==> src/rtl/rr_port_scheduler.sv <==
// rr_port_scheduler: round-robin, packet-locked, credit-gated output port scheduler.
// Optional idle-hold timeout is built when RR_HOLD_TIMEOUT_EN is defined.
module rr_port_scheduler #(
    parameter int NREQ     = 10,
    parameter int CREDITS  = 4,
    parameter int HOLD_MAX = 8
) (
    input  logic            clk,
    input  logic            rst,
    input  logic [NREQ-1:0] req,
    input  logic [NREQ-1:0] last,
    input  logic            credit_ret,
    output logic [NREQ-1:0] gnt,
    output logic [3:0]      sel,
    output logic            xfer,
    output logic [3:0]      credit_cnt
);

    typedef enum logic {
        IDLE = 1'b0,
        BUSY = 1'b1
    } state_t;

    // Refuse to elaborate outside the supported parameter ranges.
    if (NREQ < 2 || NREQ > 16 || CREDITS < 1 || CREDITS > 15 || HOLD_MAX < 1) begin : g_bad_param
        $error("rr_port_scheduler: parameter out of range");
    end

    state_t          state_q;
    logic [3:0]      ptr_q;
    logic [NREQ-1:0] gnt_q;
    logic [3:0]      sel_q;
    logic [3:0]      credit_q;
    logic [3:0]      credit_d;

    logic            pick_found;
    logic [3:0]      pick_idx;
    logic [NREQ-1:0] pick_onehot;
    logic            owner_req;
    logic            owner_last;
    logic            xfer_w;
    logic            release_w;
    logic            timeout;
    logic [3:0]      ptr_next;

    // Wrap-around search for the first requester starting at ptr.
    always_comb begin
        int idx;
        idx         = 0;
        pick_found  = 1'b0;
        pick_idx    = '0;
        pick_onehot = '0;
        for (int k = 0; k < NREQ; k++) begin
            idx = int'(ptr_q) + k;
            if (idx >= NREQ) begin
                idx = idx - NREQ;
            end
            if (!pick_found && req[idx]) begin
                pick_found = 1'b1;
                pick_idx   = 4'(idx);
            end
        end
        pick_onehot[pick_idx] = 1'b1;
    end

    // Owner-side view: does the granted input still request, is its head a tail.
    always_comb begin
        owner_req  = 1'b0;
        owner_last = 1'b0;
        for (int i = 0; i < NREQ; i++) begin
            if (gnt_q[i]) begin
                owner_req  = req[i];
                owner_last = last[i];
            end
        end
    end

    assign xfer_w = !rst && (state_q == BUSY) && owner_req && (credit_q != 4'd0);

    assign release_w = (xfer_w && owner_last) || !owner_req || timeout;

    assign ptr_next = (sel_q == 4'(NREQ - 1)) ? 4'd0 : sel_q + 4'd1;

`ifdef RR_HOLD_TIMEOUT_EN
    localparam int HW = $clog2(HOLD_MAX) + 1;

    logic [HW-1:0] hold_q;

    // Stall-cycle counter; the owner is evicted after HOLD_MAX cycles without a flit.
    always_ff @(posedge clk) begin
        if (rst) begin
            hold_q <= '0;
        end else if (state_q == IDLE || xfer_w) begin
            hold_q <= '0;
        end else begin
            hold_q <= hold_q + 1'b1;
        end
    end

    assign timeout = (state_q == BUSY) && !xfer_w && (hold_q == HW'(HOLD_MAX - 1));
`else
    assign timeout = 1'b0;
`endif

    // Arbitration FSM: grant is registered and locked until tail, abandon or timeout.
    always_ff @(posedge clk) begin
        if (rst) begin
            state_q <= IDLE;
            ptr_q   <= '0;
            gnt_q   <= '0;
            sel_q   <= '0;
        end else begin
            unique case (state_q)
                IDLE: begin
                    if (pick_found) begin
                        gnt_q   <= pick_onehot;
                        sel_q   <= pick_idx;
                        state_q <= BUSY;
                    end
                end
                BUSY: begin
                    if (release_w) begin
                        gnt_q   <= '0;
                        ptr_q   <= ptr_next;
                        state_q <= IDLE;
                    end
                end
                default: begin
                    state_q <= IDLE;
                end
            endcase
        end
    end

    // Credit arithmetic: a simultaneous spend and return cancel; returns saturate.
    always_comb begin
        credit_d = credit_q;
        if (xfer_w && !credit_ret) begin
            credit_d = credit_q - 4'd1;
        end else if (credit_ret && !xfer_w && credit_q != 4'(CREDITS)) begin
            credit_d = credit_q + 4'd1;
        end
    end

    // Downstream credit counter.
    always_ff @(posedge clk) begin
        if (rst) begin
            credit_q <= 4'(CREDITS);
        end else begin
            credit_q <= credit_d;
        end
    end

    assign gnt        = gnt_q;
    assign sel        = sel_q;
    assign xfer       = xfer_w;
    assign credit_cnt = credit_q;

    // Structural invariants of the grant bundle.
    a_gnt_onehot0 : assert property (@(posedge clk) $onehot0(gnt_q));
    a_xfer_owner  : assert property (@(posedge clk) xfer_w |-> (gnt_q != '0));
    a_sel_match   : assert property (@(posedge clk)
        (gnt_q != '0) |-> gnt_q[sel_q]);
    a_credit_cap  : assert property (@(posedge clk) credit_q <= 4'(CREDITS));

endmodule

==> config.mk <==
export PLATFORM = sky130hd
export DESIGN_NAME = rr_port_scheduler
export DESIGN_NICKNAME = d
export VERILOG_FILES = /design/src/rtl/rr_port_scheduler.sv
export SDC_FILE = /design/constraint.sdc
export NUM_CORES = 1
export LEC_CHECK = 0
export CAP_MARGIN = 20
export CORE_MARGIN = 3
export CORE_UTILIZATION = 60
export CTS_CLUSTER_SIZE = 28
export DETAILED_ROUTE_END_ITERATION = 12
export PLACE_DENSITY_LB_ADDON = 0.25
export SLEW_MARGIN = 20
export SYNTH_ARGS = -nofsm -noshare
export SYNTH_HDL_FRONTEND = slang
export SYNTH_SLANG_ARGS = --single-unit
export TNS_END_PERCENT = 100
==> constraint.sdc <==
create_clock -name clk -period 5 [get_ports clk]
set_input_delay 1 -clock clk [delete_from_list [all_inputs] [get_ports clk]]
set_output_delay 1 -clock clk [all_outputs]
set_load 0.1 [all_outputs]
==> results.yml, run 1 <==
floorplanning:
  start_util: 0.633
  die_y_microns: 91.6
  num_rows: 30
  dieArea_sq_um: 8390
  coreArea_sq_um: 6940
  pin_count: 42
  die_x_microns: 91.6
sta:
  period_share: 0.891
  finalHoldViolations: 0
  grt_setup_unrepaired: "false"
  finalSetupViolCount: 0
  final.min_clock_period_ps: 4450
  tns_ps: 0
  worst_pin_slew_ps: 974
  relSlewSlack: 0.349
  max_clock_freq_mhz: 224
  drv_slew: 0
  fin_skew_ps: 6.50
worst_setup_path:
  r2r-end: "gnt[6]"
  reg2regPathDepth: 16
  ff2ff_setup_slack_ps: 550
  cp-startpoint: "ptr_q[0]"
  r2r_start: "ptr_q[0]"
  arrival_ps: 4650
  cp-end-kind: "flip-flop"
  startpoint_type: "flip-flop"
  critPathKind: "flip-flop to flip-flop"
  crit_required_ps: 5200
  worst-path-max-fanout: 10
min_path:
  hold_class: "flip-flop to flip-flop"
  hp-start: "gnt[0]"
  whs_path_depth: 1
  whs_endpoint: "gnt[0]"
placed_design:
  dp.cells: 702
  io_buffer_count: 41
  dpl.hpwl_microns: 11100
  routabilityCongestion: 1.04
synthesis:
  yosys.area_share.simple: 0.283
  synth-seq-area-share: 0.105
  synth_top_flop_cell: "dfxtp_1"
  syn_avg_cell_area_sq_um: 7.65
  synth_compound_area_frac: 0.357
  synthCells: 575
  yosysMostFrequentCell: "a21oi_1"
  ys_types: 99
  synth_xor_xnor_area_share: 0.0413
  synth_fa_ha_area_frac: 0.0757
  synth_top_area_frac: 0.105
  synth_common_cells: "a21oi_1 (40), nand2_1 (37), nor2_1 (36)"
  yosys_warnings: 0
  async_flop_share: 0
  yosys-top-cells-area: "dfxtp_1 (10%), ha_1 (7.1%), a21oi_1 (4.6%)"
  synth-edff-count: 0
  synth_area_sq_um: 4400
  yosysTopAreaCell: "dfxtp_1"
  synth.area.mux_share: 0.0754
  syn-num-nets: 624
  synth_seq_cells: 23
  synth_top_family_by_area: "compound AO/OA/AOI/OAI gates"
final_layout:
  antennaDiodeCount: 0
  final_cells: 706
  areaGrowthSynthToFinish_pct: 12.8
  layout-drive-gt1-share: 0.113
  fin_nets: 660
cts:
  clockBufferDepth: 2
  cts_inserted_buffers: 3
  cts_tree: "done"
  cts.sinks: 23
  cts_hold_buf: 0
  cts_setup_buffers: 0
  cts_root_buf: "clkbuf_8"
  clk_pin_slew_ps: 90
  cts_resized: 0
  clkLatencyLatePin_ps: 270
  htreeDepth: 1
routing:
  via_per_inst: 6.90
  firstDrtPassIters: 5
  antenna_left: 0
  drcViolationCount: 0
  routed_wl_microns: 14100
  wl_per_cell_microns: 20.0
  drt_iter0_drc: 418
  num_vias: 4872
outcome:
  status: "complete, no violations"
global_route:
  grt_usage: 0.323
  grt_pass1_vias: 4425
  grt_overflow: 0
  grt_pass1_wl_microns: 22400
  grt_max_degree: 29
  antenna_found_initial: 0
flow_run:
  maxCapViolations: 0
==> per-stage QoR <==
| stage | worst slack [ps] | hold WS (ps) | instance area, sq um | util |
|---|---|---|---|---|
| CTS | 627 | 484 | 4960 | 0.714 |
| global placement | 522 | 480 | 4910 | 0.708 |
| floorplan | 600 | 480 | 4400 | - |
| global route | 264 | 508 | 4960 | 0.714 |
| detailed placement | 381 | 472 | 4910 | 0.708 |
| finish | 546 | 484 | 4960 | 0.714 |
==> worst max path at each step <==
stage	endpoint	slack, ps	cells past startpoint
floorplan	gnt[0]	600	18
global placement	gnt[3]	520	12
detailed placement	credit_cnt[3]	380	14
CTS	credit_cnt[3]	630	14
global route	gnt[3]	260	13
finish	gnt[6]	550	16
==> worst max-delay path, cell delays in order, from the launching register on <==
cell and delay [ps]:
dfxtp_1 360, inv_1 160, ha_1 440, xor2_2 290
inv_1 100, ha_1 360, inv_1 50, a21oi_1 140
o221ai_1 200, and2_1 250, nor4_1 580, nor3_2 210
nand3_2 200, o21ba_2 280, nor2b_1 290, nand3_1 230
o2bb2ai_1 210
==> final cells by class <==
type	instances	area [sq um]
Sequential cell	23	460
Multi-Input combinational cell	494	3660
Timing Repair Buffer	60	563
Inverter	29	109
Tap cell	96	120
Clock inverter	1	5.00
Clock buffer	3	41.3
Fill cell	591	1980
==> logic make-up after synthesis <==
group,count (synthesis)
simple gates,213
compound gates,211
xor+xnor,16
fa+ha+maj,26
flops,23
mux,28
buf+inv,58
==> sequential cells by signal, indices dropped and copies added (netlist names) <==
name,cells
credit_cnt,4
gnt,10
ptr_q,4
sel,4
state_q,1
==> cells in the final DEF (no fill, tap or decap), types with 4 or more instances in the layout <==
master and instances:
buf_4 19, a221o_1 4, or3_1 13, nand3b_1 6, nor2_1 36, o2bb2ai_1 11
nand3_1 17, a21boi_0 6, a31oi_1 6, xnor2_1 10, a32oi_1 5, dfxtp_1 23
o21ai_0 24, a21o_1 8, ha_1 25, mux2i_1 16, and3_1 5, o211ai_1 7
o21a_1 5, nand4_1 5, mux2_2 7, and3b_1 5, nand4b_1 6, and2_1 5
o221ai_1 4, o22ai_1 9, a211o_1 7, nor4_1 6, inv_1 27, a21oi_2 4
nor3_1 15, clkdlybuf4s50_1 40, a21oi_1 40, o31ai_1 5, nor2b_1 16, nand2_1 37
nand2b_1 10, a211oi_1 20
==> routing by layer <==
| metal | global-route usage | wire [microns] | vias up |
|---|---|---|---|
| met3 | 0.0550 | 1280 | 42 |
| met1 | 0.459 | 6040 | 2301 |
| li1 | - | - | 2304 |
| met2 | 0.501 | 6440 | 225 |
| met5 | 0 | 0 | - |
| met4 | 0.0942 | 354 | 0 |
Power of run 1 is not shown: default switching activity piles up to over one toggle a cycle in this logic, so the estimate is an artifact.
==> run 2: changes to the inputs <==
--- a/config.mk
+++ b/config.mk
@@ -11,7 +11,7 @@
 export CTS_CLUSTER_SIZE = 28
 export DETAILED_ROUTE_END_ITERATION = 12
 export PLACE_DENSITY_LB_ADDON = 0.25
-export SLEW_MARGIN = 20
+export SLEW_MARGIN = 5
 export SYNTH_ARGS = -nofsm -noshare
 export SYNTH_HDL_FRONTEND = slang
 export SYNTH_SLANG_ARGS = --single-unit
==> results of run 2 <==
Same layout as run 1: the final DEF is identical, and so are final timing and power.
Power of run 2 is left out for the same reason.
